**config.mk**
```make
export PLATFORM = sky130hd
export DESIGN_NAME = computer_player
export DESIGN_NICKNAME = d
export VERILOG_FILES = /design/src/rtl/computer_player.sv
export SDC_FILE = /design/constraint.sdc
export NUM_CORES = 1
export LEC_CHECK = 0
export CORE_UTILIZATION = 45
export CTS_CLUSTER_DIAMETER = 80
export DETAILED_ROUTE_END_ITERATION = 10
export GPL_TIMING_DRIVEN = 0
export PLACE_DENSITY = 0.74
export SLEW_MARGIN = 15
export SYNTH_ARGS = -nofsm -noshare
export SYNTH_HDL_FRONTEND = slang
export SYNTH_SLANG_ARGS = --single-unit
```
**constraint.sdc**
```tcl
create_clock -name clk_i -period 1.9 [get_ports clk_i]
set_clock_uncertainty 0.15 [all_clocks]
set_input_delay 0.475 -clock clk_i [delete_from_list [all_inputs] [get_ports clk_i]]
set_output_delay 0.475 -clock clk_i [all_outputs]
set_load 0.02 [all_outputs]
```
**src/rtl/computer_player.sv**
```systemverilog
// computer_player: pseudo-random tug-of-war opponent emitting held-key presses and release pulses
// Ports: clk_i/rst_i clock and sync active-high reset; enable_i allows new presses;
//        difficulty_i press threshold (press when lfsr < difficulty); level_o emulated key;
//        out_o one-cycle release pulse; busy_o high while a press or its gap is in progress.
module computer_player #(
  parameter int LFSR_W       = 10,
  parameter int PRESS_CYCLES = 4,
  parameter int GAP_CYCLES   = 8,
  parameter int TICK_DIV     = 1
) (
  input  logic              clk_i,
  input  logic              rst_i,
  input  logic              enable_i,
  input  logic [LFSR_W-1:0] difficulty_i,
  output logic              level_o,
  output logic              out_o,
  output logic              busy_o
);
  localparam int MAX_C  = PRESS_CYCLES > GAP_CYCLES ? PRESS_CYCLES : GAP_CYCLES;
  localparam int CNT_W  = $clog2(MAX_C + 1);
  localparam int TICK_W = TICK_DIV > 1 ? $clog2(TICK_DIV) : 1;
  typedef enum logic [1:0] {IDLE, HOLD, GAP} state_t;
  state_t              state_q, state_d;
  logic [CNT_W-1:0]    cnt_q, cnt_d;
  logic [LFSR_W-1:0]   lfsr_q, lfsr_d;
  logic [TICK_W-1:0]   tick_cnt_q, tick_cnt_d;
  logic                tick, press;
  always_comb begin
    tick       = tick_cnt_q == TICK_W'(TICK_DIV - 1);
    tick_cnt_d = tick ? '0 : tick_cnt_q + 1'b1;
    // XNOR feedback keeps the all-zero reset value legal; all-ones is the unreachable lockup
    lfsr_d     = {lfsr_q[LFSR_W-2:0], ~(lfsr_q[LFSR_W-1] ^ lfsr_q[LFSR_W-4])};
    press      = tick & enable_i & (lfsr_q < difficulty_i);
    state_d    = state_q;
    cnt_d      = cnt_q;
    if (state_q == IDLE && press) begin
      state_d = HOLD;
      cnt_d   = CNT_W'(PRESS_CYCLES - 1);
    end else if (state_q == HOLD) begin
      state_d = cnt_q == '0 ? GAP : HOLD;
      cnt_d   = cnt_q == '0 ? CNT_W'(GAP_CYCLES - 1) : cnt_q - 1'b1;
    end else if (state_q == GAP) begin
      state_d = cnt_q == '0 ? IDLE : GAP;
      cnt_d   = cnt_q == '0 ? cnt_q : cnt_q - 1'b1;
    end
  end
  always_ff @(posedge clk_i) begin
    if (rst_i) begin
      state_q    <= IDLE;
      cnt_q      <= '0;
      lfsr_q     <= '0;
      tick_cnt_q <= '0;
    end else begin
      state_q    <= state_d;
      cnt_q      <= cnt_d;
      lfsr_q     <= lfsr_d;
      tick_cnt_q <= tick_cnt_d;
    end
  end
  // release pulse lands in the first GAP cycle, matching an edge detector on level_o
  assign level_o = state_q == HOLD;
  assign out_o   = state_q == GAP && cnt_q == CNT_W'(GAP_CYCLES - 1);
  assign busy_o  = state_q != IDLE;
endmodule

```
==> metrics.txt <==
area delta synth->final 48.6%; CTS sink count 17; Num CTS Buffers 3; DRT Wirelength 2580 um; number of global-route vias before repair 911; Leakage 0.000650 uW; area of the core 0.00204 mm^2; wire length per cell 16.2 um; Die Wd 49.6 um; HPWL Detailed 1490 um; final setup fails 3; most common cell after layout, fill and taps aside dfxtp_1; violated checks setup timing; slowest CP cell dfxtp_2; CP Launch Type register; worst skew pair latency 310 ps; final instance area 0.00152 mm^2; class of the worst hold path register to register; gr ovfl total 0; via count 847; hold slack 324 ps; Final Hold Fails 0; Clk pin slew, worst setup/hold paths 110 ps; fmax 522 MHz; total power 1360 uW; number of buffers added on ports 15; first-pass GRT wire length 4320 um; fin crit period 1920 ps; CTS Hold Bufs 0; Reg-to-Reg End cnt_q[3]; Longest Clk Path Bufs 2; Crit path depth 10; Site Rows 16; Synth top area share 33.4%; Final #Nets 162; Via density 5.33; Max-slew headroom 63.7%; Final WS setup -17.3 ps; antenna viol nets, final 0; net count after synthesis 132; maximum vdd drop 0.506 mV; CP required 1930 ps; slowest stage delay, CP 350 ps; Fillers 151; Worst Path Arrival 1950 ps; CP delay by family, top simple AND/OR/NAND/NOR gates; cell chain of the critical path inv_2, ha_4, or3b_1, buf_6, inv_2, ha_4, nor4b_2, nand2_1, mux2i_1, a211oi_2; FF-to-FF Start cnt_q[1]; DRC Markers 0; io pins 16; initial antenna violation count 0; setup TNS -36.0 ps; DRT iter0 DRCs 15; Worst Setup SP cnt_q[1]; share of cells above drive strength 1 47.0%; Syn Std Cell Area 0.00102 mm^2; Max Slew Vio Count 0; H-Tree Depth 1; RSZ-0062 raised after global routing true; worst path bufs/invs 3; Max-Cap Viols 0; Syn Area/Cell 9.90 um^2; flops & latches, synth 17; pwr dens 897 mW/mm^2; Final Util 74.2%; area leader, netlist dfxtp_1; first-pass iteration count of the detailed router 4; Starting Density 49.9%; multi-input logic area 821 um^2; most frequent cells in the layout 14 x dfxtp_1, 12 x inv_2, 11 x ha_4; Yosys warnings 0; Worst Path Class, Setup register to register; FF-to-FF path depth 10; dpl cell area 0.00122 mm^2; Tot GR Track Use 23.8%; CP Capture Type register; antenna cell count 0; CTS tree done; largest net degree at the start of global routing 11; Synth cell types 36; Setup crit end cnt_q[3]; synth top area cells dfxtp_1 33%, ha_1 20%, inv_1 5.9%; Slew @ Worst Pin 544 ps; CTS root buffer clkbuf_4; die area 0.00246 mm^2; cell count after synthesis 103; status complete, but fails checks; Worst Path Max Fanout 5; register cell area after layout 344 um^2; sequential area share after synthesis 33.4%; reg2reg setup slack -20 ps; die span in y 49.6 um; Tcrit/Tclk final 101%; Placer Congestion 0.754
-- synth_stat cells --
library cell  instances
and2_4                1
and4b_2               1
or3_1                 1
o211ai_1              2
a31oi_1               2
nand3_1               2
nor2b_1               9
mux2i_1               3
nand2_1               1
nand4bb_1             1
and2_1                1
a21oi_4               1
nand3b_1              1
a21bo_1               1
inv_1                16
nor4b_1               1
ha_1                 16
o21ai_0               1
clkbuf_1              1
o21ba_1               1
or3b_4                1
a41oi_1               2
a211o_1               2
mux2_1                1
and3_4                1
buf_6                 1
a211oi_1              4
nand2b_1              1
or2_2                 2
dfxtp_1              17
a2111oi_0             1
or3b_1                1
xor2_1                2
nor2_1                1
a21o_1                2
conb_1                1
-- how the worst min path moves through the flow --
| stage | start | endpoint | cells after the start |
|---|---|---|---|
| after global routing | lfsr_q[0] | lfsr_q[1] | 1 |
| after CTS | lfsr_q[0] | lfsr_q[1] | 1 |
| after floorplan | lfsr_q[0] | lfsr_q[1] | 1 |
| after global placement | lfsr_q[0] | lfsr_q[1] | 1 |
| final | lfsr_q[0] | lfsr_q[1] | 1 |
| after detailed placement | lfsr_q[2] | lfsr_q[3] | 1 |
-- power breakdown --
group | leakage [uW] | switching [uW] | internal [uW]
clock | 0.0000150 | 126 | 82.1
combinational | 0.000495 | 325 | 384
sequential | 0.000140 | 39.8 | 403
-- routing by layer --
layer	up-vias	part of all wire, %	track usage [%]
met5	-	0	0
met4	0	1.6	9.05
met3	5	3.1	3.40
met2	24	55	46.4
met1	407	40	25.2
li1	411	-	-
-- registers in the layout, summed over array words and instances, names as in the netlist --
register / flops
cnt_q: 4
lfsr_q: 10
state_q: 2
tick_cnt_q: 1
-- final cells by class --
type,instances,share of cell area [%]
sequential,17,22.7
tap,27,2.23
inverter,16,3.96
buffer,2,0.991
multi-input combinational,68,54.2
timing repair buffer,25,14.2
clock buffer,4,1.73
-- logic make-up after synthesis --
logic type               count (synthesis)  share of synthesized area (%)
XOR/XNOR                                 2                           1.72
AND/OR/NAND/NOR                         26                           18.0
buffers and inverters                   18                           7.36
other                                    1                          0.368
AO/OA/AOI/OAI                           19                           15.5
adder cells (fa/ha/maj)                 16                           19.6
flip-flops                              17                           33.4
multiplexers                             4                           4.05
-- through the flow --
step           setup WS (ps)  instances
6_report               -17.3        159
5_1_grt                -77.0        159
4_1_cts                -13.3        158
3_5_place_dp            -568        145
3_3_place_gp            -531        145
2_1_floorplan           6.85        103
-- timing repair --
action	4_1_cts	5_1_grt
resized for setup	55	8
pin swaps	19	1
buffers inserted	9	1
setup endpoints to repair	9	7
Note: power is estimated with default switching activity, not from simulation.
